$ cat src/rtl/alu_op_qdec.sv
// -----------------------------------------------------------------------------
// alu_op_qdec
//   Decodes a 3-bit select code {A,B,C} into a 4-bit ALU op and queues the
//   result in a DEPTH-entry circular buffer with valid/ready on both sides.
//   The op is zero-extended to OP_W bits before it is stored.
//
// Parameters
//   DEPTH : queue entries (power of two, >= 2)
//   OP_W  : width of out_op (>= 4)
//
// Ports
//   clk       in   single clock, rising edge
//   rst       in   asynchronous, active-high reset
//   in_valid  in   in_sel is valid this cycle
//   in_ready  out  queue can accept a code (registered state only)
//   in_sel    in   select code {A,B,C}
//   flush     in   drop every queued entry at the next edge
//   out_valid out  out_op holds a decoded entry
//   out_ready in   consumer takes the head entry this cycle
//   out_op    out  decoded op at the head of the queue, zero when empty
//   level     out  number of queued entries
//   perf_cnt  out  saturating count of accepted pushes
//                  (present only when ALU_OP_QDEC_PERF_EN is defined)
// -----------------------------------------------------------------------------
module alu_op_qdec #(
  parameter int DEPTH = 4,
  parameter int OP_W  = 4
) (
  input  logic                   clk,
  input  logic                   rst,
  input  logic                   in_valid,
  output logic                   in_ready,
  input  logic [2:0]             in_sel,
  input  logic                   flush,
  output logic                   out_valid,
  input  logic                   out_ready,
  output logic [OP_W-1:0]        out_op,
  output logic [$clog2(DEPTH):0] level
`ifdef ALU_OP_QDEC_PERF_EN
  ,
  output logic [15:0]            perf_cnt
`endif
);

  localparam int PW = $clog2(DEPTH);
  localparam int LW = PW + 1;

  function automatic logic [3:0] decode_sel(input logic [2:0] sel);
    logic [3:0] op;
    case (sel)
      3'b000:  op = 4'b0010;
      3'b001:  op = 4'b0000;
      3'b010:  op = 4'b1101;
      3'b011:  op = 4'b1001;
      3'b100:  op = 4'b0100;
      3'b101:  op = 4'b0001;
      3'b110:  op = 4'b0111;
      default: op = 4'b1010;
    endcase
    return op;
  endfunction

  logic [OP_W-1:0] mem [DEPTH];
  logic [PW-1:0]   wr_ptr;
  logic [PW-1:0]   rd_ptr;
  logic            push;
  logic            pop;

  // Handshake flags come from level alone, so in_ready never sees out_ready
  // and a full queue refuses a push even when a pop happens the same cycle.
  assign in_ready  = (level != LW'(DEPTH));
  assign out_valid = (level != '0);
  assign push      = in_valid && in_ready && !flush;
  assign pop       = out_valid && out_ready && !flush;

  // Head is gated so the output reads zero while empty (stale storage hidden).
  assign out_op = out_valid ? mem[rd_ptr] : '0;

  // Control state: pointers wrap naturally because DEPTH is a power of two.
  always_ff @(posedge clk or posedge rst) begin
    if (rst) begin
      wr_ptr <= '0;
      rd_ptr <= '0;
      level  <= '0;
    end else if (flush) begin
      wr_ptr <= '0;
      rd_ptr <= '0;
      level  <= '0;
    end else begin
      if (push) wr_ptr <= wr_ptr + 1'b1;
      if (pop)  rd_ptr <= rd_ptr + 1'b1;
      if (push && !pop)      level <= level + 1'b1;
      else if (pop && !push) level <= level - 1'b1;
    end
  end

  // Storage: data only, never reset; the cast zero-extends the 4-bit op.
  always_ff @(posedge clk) begin
    if (push) mem[wr_ptr] <= OP_W'(decode_sel(in_sel));
  end

`ifdef ALU_OP_QDEC_PERF_EN
  // Accepted-push counter; survives flush, cleared only by reset.
  always_ff @(posedge clk or posedge rst) begin
    if (rst)                           perf_cnt <= '0;
    else if (push && perf_cnt != 16'hFFFF) perf_cnt <= perf_cnt + 1'b1;
  end
`endif

endmodule

$ cat config.mk
export PLATFORM = sky130hd
export DESIGN_NAME = alu_op_qdec
export DESIGN_NICKNAME = d
export VERILOG_FILES = /design/src/rtl/alu_op_qdec.sv
export SDC_FILE = /design/constraint.sdc
export NUM_CORES = 1
export LEC_CHECK = 0
export BUFFER_PORTS_ARGS = -buffer_cell sky130_fd_sc_hd__buf_4
export CAP_MARGIN = 10
export CORE_UTILIZATION = 50
export DETAILED_ROUTE_END_ITERATION = 8
export PLACE_DENSITY = 0.73
export SLEW_MARGIN = 0
export SYNTH_ARGS = -nofsm -noshare
export SYNTH_HDL_FRONTEND = slang
export SYNTH_SLANG_ARGS = --single-unit
$ cat constraint.sdc
create_clock -name clk -period 2.95 [get_ports clk]
set_input_delay 0.295 -clock clk [delete_from_list [all_inputs] [get_ports clk]]
set_output_delay 0.295 -clock clk [all_outputs]
set_load 0.01 [all_outputs]
# --- Word level (Yosys, flattened, before mapping) ---
# Memories as Yosys holds them, arrays and structs flattened.
# Cells that the tools add are included.
classes:
  add_sub_neg: 4
  eq_ne: 7
  mux: 12
  n_reduce_logical: 14
ops:
  columns: ["op", "count"]
  rows:
  - ["$pmux W4 S7", 1]
  - ["$eq A3 B3 Y1 const B", 3]
  - ["$mux W3", 3]
  - ["$mux W2", 4]
  - ["$mux W4", 2]
  - ["$eq A3 B2 Y1 const B", 2]
  - ["$logic_and A1 B1 Y1", 6]
  - ["$reduce_bool A3 Y1", 2]
  - ["$add A2 B1 Y2 const B", 2]
  - ["$reduce_bool A2 Y1", 2]
  - ["$add A3 B1 Y3 const B", 1]
  - ["$eq A3 B1 Y1 const B", 1]
  - ["$logic_not A1 Y1", 3]
  - ["$logic_not A3 Y1", 1]
  - ["$ne A3 B3 Y1 const B", 1]
  - ["$sub A3 B1 Y3 const B", 1]
  - ["$mux W1", 2]
totals:
  ff_bits: 7
  ramBits: 16
  in_bits: 8
  output_inout_bits: 9
  elab_cells: 41
  memories: 1
mem_list:
  columns: ["name", "words", "width", "read_ports", "rd_ports_with_merged_regs", "write_ports", "line", "source"]
  rows:
  - ["mem", 4, 4, 1, 0, 1, "63", "logic [OP_W-1:0] mem [DEPTH];"]

# --- Logic depth before layout (Yosys ltp) ---
logic_depth:
  ltp_word: 8
  depth_mapped: 8
  mapped_depth_nobuf: 7

# --- Worst setup path after synthesis ---
# OpenSTA, ideal clock, no wires.
synth_timing:
  path_type: "reg-to-reg"
  start: "reg level[0]"
  end: "reg level[2]"
  setup_ns: 0.066
  arrival_time_ns: 2.207
  slack_ns: 0.676
  path_stages_with_launch: 9
  path_buffers: 1
  path_cell_list: "dfrtp_1 -> buf_4 -> nor3b_1 -> nor3_1 -> and2_1 -> fa_1 -> and4bb_2 -> a311oi_1 -> o311a_1"
synth_between:
  elab_chain_cells: 7
  elab_cells_between_ends: 16
  classes_between: "2 x add/sub; 1 x eq/ne; 3 x mux; 10 x reduce/logical"
synth_lines:
  columns: ["element", "line", "source"]
  rows:
  - ["from (decl)", "38", "output logic [$clog2(DEPTH):0] level"]
  - ["from (signal assigned)", "92", "if (push && !pop) level <= level + 1'b1;"]
  - ["from (signal assigned)", "93", "else if (pop && !push) level <= level - 1'b1;"]
  - ["branches (longest 7 deep; another with $sub A3 B1 Y3)", null, null]
# Several ways; the timed one is not identified. The select of a mux whose other input is x is not followed.
# A chain may end at the register's enable or synchronous reset.

# --- Worst setup path in the final report ---
layout_timing:
  start: "reg level[2]"
  end: "reg level[2]"
# Same word-level chain as after synthesis.

==> metrics.log <==
[metrics] sort of element at the start of the critical path: flop
[metrics] setup TNS: 0 ns
[metrics] number of clock sinks: 23
[metrics] fraction of final layout cells sized beyond drive strength 1: 24.3%
[metrics] port bufs: 16
[metrics] setup repair after global routing missed its margin: no
[metrics] slew of the pin with the lowest slew margin: 0.419 ns
[metrics] cell chosen for the clock root: clkbuf_4
[metrics] warnings from Yosys: 0
[metrics] Worst Clk Skew: 0.0133 ns
[metrics] overall global routing resource usage: 18.4%
[metrics] number of unique standard cell types used by synthesis: 35
[metrics] placeable core region: 0.00225 mm^2
[metrics] die width: 51.4 um
[metrics] area enclosed by the die boundary: 0.00264 mm^2
[metrics] worst reg2reg path depth: 7
[metrics] buffer count from post-CTS setup fixing: 0
[metrics] flop and latch count out of synthesis: 23
[metrics] power density normalized to cell area: 786 mW/mm^2
[metrics] data required time of the worst path: 3.21 ns
[metrics] fin nets: 125
[metrics] top-area cell type share of the netlist area: 39.3%
[metrics] main combinational cell family by area after synthesis: simple AND/OR/NAND/NOR gates
[metrics] number of buffers between clock root and the deepest sink: 2
[metrics] CTS tree: done
[metrics] wire length of the first global-routing pass: 3.42 mm
[metrics] run status: completed
[metrics] number of standard cells after synthesis: 96
[metrics] Adder-Cell Fraction of Synth Area: 5.74%
[metrics] portion of the clock cycle consumed by the worst path in the final layout: 87.1%
[metrics] floorplan die height: 51.4 um
[metrics] CP max FO: 10
[metrics] detailed-route via count: 773
[metrics] initial standard-cell utilization of the core: 54.2%
[metrics] Vias/cell: 5.56
[metrics] clock latency on the worst-skew pair: 0.31 ns
[metrics] worst slack at placement: 0.482 ns
[metrics] data arrival time of the critical path: 2.83 ns
[metrics] number of cells on the worst hold path: 2
[metrics] first-pass iteration count of the detailed router: 4
[metrics] minimum clock period after layout: 2.57 ns
[metrics] PnR Total Power: 1080 uW
[metrics] worst slew slack as a fraction of its limit: 72.0%
[metrics] Worst Hold Path EP: wr_ptr[1]
[metrics] worst setup slack after layout: 0.382 ns
[metrics] DRC Markers: 0
[metrics] number of standard-cell rows in the floorplan: 17
[metrics] wire length the detailed router placed on met1: 959 um
[metrics] DRT antenna net count: 0
[metrics] maximum clock frequency: 0.389 GHz
[metrics] Setup-failing EPs final: 0
[metrics] critical path start-end classification: flop to flop
[metrics] via count of the first global-routing pass: 745
[metrics] share of cell area taken by muxes after synthesis: 10.2%
[metrics] Post-synth top flop: edfxtp_1
[metrics] MaxCap Viol Count: 0
[metrics] pin count of the biggest net entering global routing: 13
[metrics] Max VDD drop: 464 uV
[metrics] mean instance size in the synthesized netlist: 12.7 um^2
[metrics] Wirelength per Cell: 15.0 um
[metrics] leakage power summed over all cells: 0.000564 uW
[metrics] Simple-Gate Fraction of Synth Area: 12.8%
[metrics] Hold Vio Cnt, Final: 0
[metrics] Synth area leaders: edfxtp_1 (39%), dfrtp_1 (14%), mux4_2 (7.4%), and2_1 (4.6%), ha_1 (4.1%)
[metrics] Min-Delay Path Class: primary input to flop
[metrics] beginning of the worst hold path: flush
[metrics] register area share after synthesis: 53.7%
[metrics] met2 wirelength from detailed routing: 1.05 mm
[metrics] grt ovf: 0
[metrics] area share of xor/xnor cells in the synthesized design: 2.15%
[metrics] H-tree levels: 1
[metrics] layout overhead on the synthesized area: 12.4%
[metrics] Synth async-reset ratio: 30.4%
[metrics] crit path capture type: flop
[metrics] area leader, netlist: edfxtp_1
[metrics] Final Util: 60.9%
[metrics] Worst R2R End: level[2]
[metrics] Total Routed Length: 2.09 mm
[metrics] number of synthesized flops with an enable pin: 16
[metrics] antenna violations before repair: 0
[metrics] compound-cell area share of the yosys netlist: 9.32%
[metrics] HPWL after detailed placement: 1.54 mm
[metrics] Num CTS Buffers: 3
[metrics] boundary pin count: 17
[metrics] syn nets: 109
[metrics] antenna diode count: 0
[metrics] slack of the worst reg-to-reg path: 0.38 ns
[metrics] startpoint of the lowest-slack register-to-register path: level[2]
[metrics] final estimated routing congestion in global placement: 0.801
[metrics] met3 WL post-DR: 71 um
[metrics] Pins Over Slew Limit: 0
[metrics] Top Layer Used: met4
[metrics] Iteration-0 DRC Markers: 12
[metrics] clock-pin slew of the registers on the worst-case setup and hold paths: 0.13 ns
[metrics] area of the mapped netlist: 0.00122 mm^2
-- what timing repair did --
action,CTS,global route
hold buffers,1,0
gates resized for setup,0,0
hold endpoints to repair,7,0
-- sequential cells by signal, indices dropped and copies added, names as in the netlist --
name / cells
mem: 16
level: 3
rd_ptr: 2
wr_ptr: 2
-- per-stage QoR --
stage	instances	cell area (um^2)	hold WS (ns)
finish	139	1370	0.204
global route	139	1370	0.203
CTS	139	1370	0.190
detailed placement	134	1340	0.255
global placement	134	1340	0.254
floorplan	96	1220	0.0984
-- layout by cell type, fill, tap and decap left out, drive strengths merged, types with 4 or more instances in the layout --
cell type and n:
and2 9, buf 16, clkbuf 4, dfrtp 7
edfxtp 16, ha 4, inv 9, mux4 4
nor2 9
-- power by group --
group          internal (uW)  switching [uW]  total [uW]
Sequential               392            82.9         474
Combinational            256             204         460
Clock                   52.8            92.0         145
Total                    700             379        1080
-- layout make-up --
type | count | area (um^2)
fill | 196 | 882
multi-input combinational | 58 | 492
tap | 28 | 35.0
sequential | 23 | 656
timing repair buffer | 17 | 130
inverter | 9 | 33.8
clock buffer | 4 | 26.3
-- synth_stat cells (2+ instances only) --
library cell	number
a21oi_1	2
and2_1	9
buf_2	2
buf_4	2
dfrtp_1	7
edfxtp_1	16
ha_1	4
inv_1	9
mux2i_1	2
mux4_2	4
nand3_1	2
nand3b_1	2
nor2_1	9
nor3_1	2
o21ai_0	2
o31ai_1	2
xor2_1	2
-- metal layers --
layer | up-vias | track usage [%]
li1 | 374 | -
met1 | 382 | 25.4
met2 | 15 | 28.6
met3 | 2 | 2.68
met4 | 0 | 8.11
met5 | - | 0
-- worst max path at each step --
stage / start / depth (start not counted) / to / slack, ns
finish: level[2] / 7 / level[2] / 0.38
global route: level[2] / 7 / level[2] / 0.29
CTS: level[2] / 7 / level[2] / 0.44
detailed placement: level[2] / 7 / level[2] / 0.48
global placement: level[2] / 7 / level[2] / 0.64
floorplan: level[0] / 8 / level[2] / 0.68
-- cell families after synthesis --
group                      after synthesis
and+or+nand+nor                         28
DFF                                     23
AOI/OAI and AO/OA                       15
buffers and inverters                   15
muxes                                    7
adders and majority gates                5
xor gates and xnor gates                 3
-- critical path: stages, from the launching register on --
cell      delay, ns
dfrtp_1        0.54
nor3b_1        0.42
nor3_1         0.16
and2_1         0.20
fa_1           0.43
and4bb_2       0.26
a311oi_1       0.29
o311a_1        0.21
Note: power is estimated with default switching activity, not from simulation.
